File: config.mk
export PLATFORM = sky130hd
export DESIGN_NAME = stream_burst_gen
export DESIGN_NICKNAME = d
export VERILOG_FILES = /design/src/rtl/stream_pkg.sv /design/src/rtl/stream_burst_gen.sv
export SDC_FILE = /design/constraint.sdc
export NUM_CORES = 1
export LEC_CHECK = 0
export ABC_AREA = 1
export BUFFER_PORTS_ARGS = -buffer_cell sky130_fd_sc_hd__buf_2
export CORE_MARGIN = 2
export CORE_UTILIZATION = 61
export CTS_CLUSTER_DIAMETER = 30
export DETAILED_ROUTE_END_ITERATION = 12
export PLACE_DENSITY = 0.92
export SYNTH_ARGS = -nofsm -noshare
export SYNTH_HDL_FRONTEND = slang
export SYNTH_SLANG_ARGS = --single-unit
File: constraint.sdc
create_clock -name clk -period 5.1 [get_ports clk]
set_input_delay 0.255 -clock clk [delete_from_list [all_inputs] [get_ports clk]]
set_output_delay 0.255 -clock clk [all_outputs]
set_load 0.05 [all_outputs]
File: src/rtl/stream_pkg.sv
// Shared stream definitions: FSM state encoding and default datapath widths
// for the burst generator and future stream sinks/checkers.
package stream_pkg;

   localparam int unsigned STREAM_DATA_WIDTH = 32;
   localparam int unsigned STREAM_LEN_WIDTH  = 16;

   typedef enum logic [1:0] {
      ST_IDLE = 2'd0,
      ST_SEND = 2'd1,
      ST_DONE = 2'd2
   } stream_state_t;

endpackage

File: src/rtl/stream_burst_gen.sv
// Valid/ready burst transmitter: emits cmd_len words start, start+step, ...
// Optional out_last port enabled by defining STREAM_BURST_GEN_LAST_EN.
module stream_burst_gen
   import stream_pkg::*;
#(
   parameter int unsigned DATA_WIDTH = STREAM_DATA_WIDTH,
   parameter int unsigned LEN_WIDTH  = STREAM_LEN_WIDTH
) (
   input  logic                  clk,
   input  logic                  rst,
   input  logic                  cmd_valid,
   output logic                  cmd_ready,
   input  logic [DATA_WIDTH-1:0] cmd_start,
   input  logic [DATA_WIDTH-1:0] cmd_step,
   input  logic [LEN_WIDTH-1:0]  cmd_len,
   output logic                  out_valid,
   input  logic                  out_ready,
   output logic [DATA_WIDTH-1:0] out_data,
`ifdef STREAM_BURST_GEN_LAST_EN
   output logic                  out_last,
`endif
   output logic                  busy,
   output logic                  done
);

   stream_state_t         r_state;
   logic [DATA_WIDTH-1:0] r_data;
   logic [DATA_WIDTH-1:0] r_step;
   logic [LEN_WIDTH-1:0]  r_remaining;
   logic                  r_out_valid;
   logic                  r_busy;
   logic                  r_done;
   logic                  w_last_word;

   assign w_last_word = (r_remaining == LEN_WIDTH'(1));

   always_ff @(posedge clk) begin
      if (rst) begin
         r_state     <= ST_IDLE;
         r_data      <= '0;
         r_step      <= '0;
         r_remaining <= '0;
         r_out_valid <= 1'b0;
         r_busy      <= 1'b0;
         r_done      <= 1'b0;
      end else begin
         r_done <= 1'b0;
         unique case (r_state)
            ST_IDLE: begin
               if (cmd_valid) begin
                  r_busy <= 1'b1;
                  if (cmd_len != '0) begin
                     r_data      <= cmd_start;
                     r_step      <= cmd_step;
                     r_remaining <= cmd_len;
                     r_out_valid <= 1'b1;
                     r_state     <= ST_SEND;
                  end else begin
                     // zero-length burst: no words, straight to the done pulse
                     r_done  <= 1'b1;
                     r_state <= ST_DONE;
                  end
               end
            end
            ST_SEND: begin
               if (out_ready) begin
                  r_data      <= r_data + r_step;
                  r_remaining <= r_remaining - LEN_WIDTH'(1);
                  if (w_last_word) begin
                     r_out_valid <= 1'b0;
                     r_done      <= 1'b1;
                     r_state     <= ST_DONE;
                  end
               end
            end
            ST_DONE: begin
               r_busy  <= 1'b0;
               r_state <= ST_IDLE;
            end
            default: begin
               r_out_valid <= 1'b0;
               r_busy      <= 1'b0;
               r_state     <= ST_IDLE;
            end
         endcase
      end
   end

   // cmd_ready is forced low while rst is held so no command slips in during reset
   assign cmd_ready = (r_state == ST_IDLE) && !rst;
   assign out_valid = r_out_valid;
   assign out_data  = r_data;
   assign busy      = r_busy;
   assign done      = r_done;

`ifdef STREAM_BURST_GEN_LAST_EN
   assign out_last = (r_state == ST_SEND) && w_last_word;
`endif

endmodule

# After elaboration in Yosys (flattened, before gate mapping)

Index checks and enable logic that the tools add are counted.

Flip-flop bits (word level): 85
Bits of input ports: 84
Output and inout bits: 36
Logic and storage cells: 53

Add/sub/neg operators: 2
Eq/ne operators: 7
Muxes and demuxes: 25
Bitwise gates (word level): 2
Reduce and logical (&&, ||, !) cells: 10

Operator list:

| cell                                                                   | number |
|---|---|
| 32-bit 2-to-1 mux                                                      | 3 |
| 32-bit case mux with 2 select lines                                    | 1 |
| 16-bit 2-to-1 mux                                                      | 3 |
| 32-bit adder                                                           | 1 |
| 16-bit case mux with 2 select lines                                    | 1 |
| 16-bit by 1-bit equality test with 1-bit output, second input constant | 1 |
| 16-bit nonzero test                                                    | 1 |
| 16-bit by 1-bit subtractor with 16-bit output, second input constant   | 1 |
| 1-bit 2-to-1 mux                                                       | 9 |
| 2-bit 2-to-1 mux                                                       | 4 |
| 2-bit inequality test, second input constant                           | 4 |
| 3-bit AND reduction                                                    | 2 |
| 5-bit AND reduction                                                    | 1 |
| 1-bit case mux with 2 select lines                                     | 2 |
| 2-bit case mux with 2 select lines                                     | 1 |
| 4-bit AND reduction                                                    | 1 |
| 1-bit case mux with 3 select lines                                     | 1 |
| 2-bit by 1-bit equality test with 1-bit output, second input constant  | 1 |
| 2-bit equality test, second input constant                             | 1 |
| 2-bit logical NOT                                                      | 1 |
| 1-bit inverter                                                         | 2 |
| 2-bit AND reduction                                                    | 1 |
| 2-bit nonzero test                                                     | 1 |
| 1-bit logical AND                                                      | 1 |
| 1-bit logical NOT                                                      | 1 |

# Depth between registers and ports, before layout

Word-level depth: 4
Gate-level depth with buffers: 13
Mapped depth without buffers: 13

# Least setup slack after synthesis

OpenSTA, ideal clock, no wires.

Kind: flip-flop to flip-flop
From: register r_data[0] (netlist: out_data[0])
To: register r_data[20] (netlist: out_data[20])
Setup time: 0.132 ns
Arrival time: 1.965 ns
Required time: 4.968 ns
Path slack: 3.002 ns
Cell stages (with the launch flop): 13
Buffers on the path: 0
Path through: dfxtp_1 > ha_1 > fa_1 > nand3_1 > nand3_1 > nand3_1 > nand3_1 > nand3_1 > nand2_1 > nand2_1 > nand3_1 > nand2_1 > a21oi_1

Cells in the longest elaborated chain, start to end: 3

RTL lines:

| element                             | RTL line               | source |
|---|---|---|
| start: declaration                  | stream_burst_gen.sv:27 | `logic [DATA_WIDTH-1:0] r_data;` |
| start signal: assignment            | stream_burst_gen.sv:53 | `r_data <= cmd_start;` |
| start signal: assignment            | stream_burst_gen.sv:67 | `r_data <= r_data + r_step;` |
| 32-bit adder                        | stream_burst_gen.sv:67 |  |
| 32-bit 2-to-1 mux                   | stream_burst_gen.sv:66 | `if (out_ready) begin` |
| 32-bit case mux with 2 select lines | stream_burst_gen.sv:48 | `unique case (r_state)` |

Every way passes these cells. The select of a mux whose other input is x is not followed.
A chain may end at the register's enable or synchronous reset.

# Final worst setup path

From: register r_data[0] (netlist: out_data[0])
To: register r_data[22] (netlist: out_data[22])

The elaborated chain is that of the path after synthesis.

==> impl_metrics.yaml <==
global_route:
  grt_use_total: 0.303
  antenna_found_initial: 0
  grt_pass1_wl_um: 27100
  grt_max_degree: 67
  overflow: 0
  grt_pass1_vias: 6156
synthesis:
  syn-num-nets: 1145
  yosys-top-cells-count: "nand2_1 (366), inv_1 (134), a21oi_1 (115)"
  syn_area_um2: 6090
  synth_ff_type: "dfxtp_1"
  synth.most_common_cell: "nand2_1"
  ys_seq_area_frac: 0.279
  synth_seq_cells: 85
  synthTopCellsByArea: "dfxtp_1 (28%), nand2_1 (23%), a21oi_1 (9.4%), inv_1 (8.3%), ha_1 (6.8%)"
  avgSynthCellArea_um2: 5.93
  ys_warn_count: 0
  synth_top_area_share: 0.279
  synth_cell_types: 36
  syn_inst: 1027
  yosys.area.top_type: "dfxtp_1"
  synth_edf_count: 0
  synthArstFlopShare: 0
sta:
  tightest_slew_ns: 0.739
  post-route-period-util: 0.415
  setup_viol: 0
  layout_setup_ws_ns: 2.98
  finalHoldViolations: 0
  slew_headroom: 0.507
  fin_skew_ns: 0.0122
  post-route-min-period_ns: 2.12
  maxSlewViolCount: 0
  tns_ns: 0
  rsz0062_at_grt: "no"
  fmax_ghz: 0.472
worst_hold_path:
  hold_path.startpoint: "cmd_step[28]"
  hp-class: "in -> reg"
  min_delay_path_depth: 3
  min_delay_worst_endpoint: "r_step[28]"
power_and_ir_drop:
  p_switching_mw: 0.824
  p_int_mw: 1.24
  clockPowerShare: 0.253
  netSwitchingFraction: 0.400
  power_density_nw_per_um2: 296
  power_leakage_nw: 3.70
  p_seq_frac: 0.386
  vdd_ir_drop_max_v: 0.000320
  power_frac_comb: 0.361
floorplan:
  initial_utilization: 0.626
  die_w_um: 104
  fp.dieH_um: 104
  dieArea_um2: 10800
  pin_count: 120
  rows: 36
  core_area_um2: 9730
worst_setup_path:
  rr_startpoint: "out_data[0]"
  crit-reg2reg-capture: "out_data[22]"
  critPathCaptureType: "register"
  cp_common_cell: "nand2_1"
  cp_num_buf_inv: 0
  reg2reg_setup_slack_ns: 2.98
  worstPathCellList: "ha_1 > fa_1 > nand2_1 > nand3_1 > nand2_1 > nand2_1 > nand2_1 > nand2_1 > nand2_1 > nand3_1 > nand2_1 > a21oi_1"
  required_ns: 5.34
  r2r_cells: 12
  slowest_stage: "fa_1"
  critPathTopFamily: "simple AND/OR/NAND/NOR gates"
  critical_path_class: "reg -> reg"
  cpPeakStageDelay_ns: 0.46
  critPathArrivalTime_ns: 2.36
  cp-start-kind: "register"
  cp_max_fo: 5
clock_tree:
  cts-resized-gates: 0
  clk-insertion-delay-late_ns: 0.39
  cts_num_sinks: 85
  numCtsBuffers: 9
  cts_buffer_depth: 2
  path_clk_slew_ns: 0.09
  cts_tree: "done"
  htreeDepth: 3
  root_buffer: "clkbuf_8"
  cts_setup_buffers: 0
  cts_hold_buf: 0
detailed_routing:
  drc: 0
  vias: 6697
  viasPerCell: 5.29
  wl_um: 16400
  drt-initial-drc-count: 403
  wl_per_cell_um: 12.9
  first_pass_iters: 5
  antenna_left: 0
cells_and_area:
  multi_input_area_um2: 3720
  nNetsFinal: 1246
  nFillCells: 880
  regArea_um2: 1700
  layout-drive-gt1-share: 0.137
  n_antenna_cell: 0
  areaGrowthSynthToFinish_pct: 14.2
placed_design:
  dp_hpwl_um: 12000
  place_congestion: 0.981
  post-place-ws_ns: 3.01
  port-buffer-count: 119
job:
  cap_violations: 0
status:
  status: "finished clean"
## layout by cell type, fill, tap and decap left out, types with 2 or more instances in the layout
| master | count |
|---|---|
| nand4_1 | 4 |
| o211ai_1 | 3 |
| a211oi_1 | 2 |
| clkbuf_8 | 12 |
| clkinv_4 | 2 |
| nand3_1 | 54 |
| ha_1 | 33 |
| a31oi_1 | 5 |
| inv_2 | 3 |
| inv_1 | 134 |
| nor4_1 | 2 |
| o21ai_1 | 14 |
| nand2_1 | 366 |
| xor2_1 | 15 |
| dfxtp_1 | 85 |
| o21ai_0 | 25 |
| buf_4 | 5 |
| nor3_1 | 5 |
| xnor2_1 | 3 |
| nor2_1 | 101 |
| a221oi_2 | 4 |
| or2_2 | 2 |
| o21bai_1 | 3 |
| nor2_2 | 2 |
| buf_2 | 119 |
| and2_1 | 3 |
| a21oi_1 | 115 |
## registers in the layout (all words and copies together) (netlist names)
signal,flops
out_data,32
out_valid,1
r_remaining,16
busy,1
r_step,32
r_state,2
done,1
## how the worst max path moves through the flow
stage,start,to,slack (ns),cells after the start
floorplan,out_data[0],out_data[20],3.00,12
global placement,out_data[0],out_data[20],3.06,12
detailed placement,out_data[0],out_data[28],3.01,12
CTS,out_data[0],out_data[28],3.00,12
global route,out_data[0],out_data[24],2.81,12
finish,out_data[0],out_data[22],2.98,12
## power groups by stage
stage / Clock, mW / Sequential [mW] / Combinational, mW
finish: 0.522 / 0.794 / 0.743
floorplan: 0 / 0.918 / 0.442
global placement: 0 / 0.805 / 0.719
global route: 0.548 / 0.803 / 0.823
detailed placement: 0 / 0.807 / 0.733
CTS: 0.523 / 0.793 / 0.737
## area by class of cell
class,count,share of cell area
multi-input cells,771,0.535
flip-flops and latches,85,0.245
well taps,133,0.0239
inverters,137,0.0739
clock inverters,4,0.00791
repair buffers,124,0.0910
clock buffers,12,0.0237
## kinds of logic after synthesis
logic type / Yosys count / synth area share
AO/OA/AOI/OAI: 175 / 0.158
XOR/XNOR: 18 / 0.0259
adder cells (fa/ha/maj): 34 / 0.0711
buffers and inverters: 171 / 0.109
flip-flops: 85 / 0.279
AND/OR/NAND/NOR: 544 / 0.357
## worst register-to-register path, cell delays in order, from the launching register on
cell	delay, ns
dfxtp_1	0.34
ha_1	0.25
fa_1	0.46
nand2_1	0.11
nand3_1	0.12
nand2_1	0.09
nand2_1	0.16
nand2_1	0.13
nand2_1	0.06
nand2_1	0.06
nand3_1	0.06
nand2_1	0.09
a21oi_1	0.05
## metrics by stage
step	hold WS, ns	utilization	cell area, um^2	std cells	power, mW
2_1_floorplan	0.399	-	6090	1027	1.36
3_3_place_gp	0.455	0.693	6740	1250	1.52
3_5_place_dp	0.458	0.693	6740	1250	1.54
4_1_cts	0.0967	0.715	6960	1266	2.05
5_1_grt	0.107	0.715	6960	1266	2.17
6_report	0.106	0.715	6960	1266	2.06
## layer usage
layer,global-route usage,share of wire,vias up
li1,-,-,3442
met1,0.392,0.44,2960
met2,0.498,0.45,261
met3,0.0645,0.080,34
met4,0.110,0.026,0
met5,0,0,-
Power figures use the tool's default switching activity.
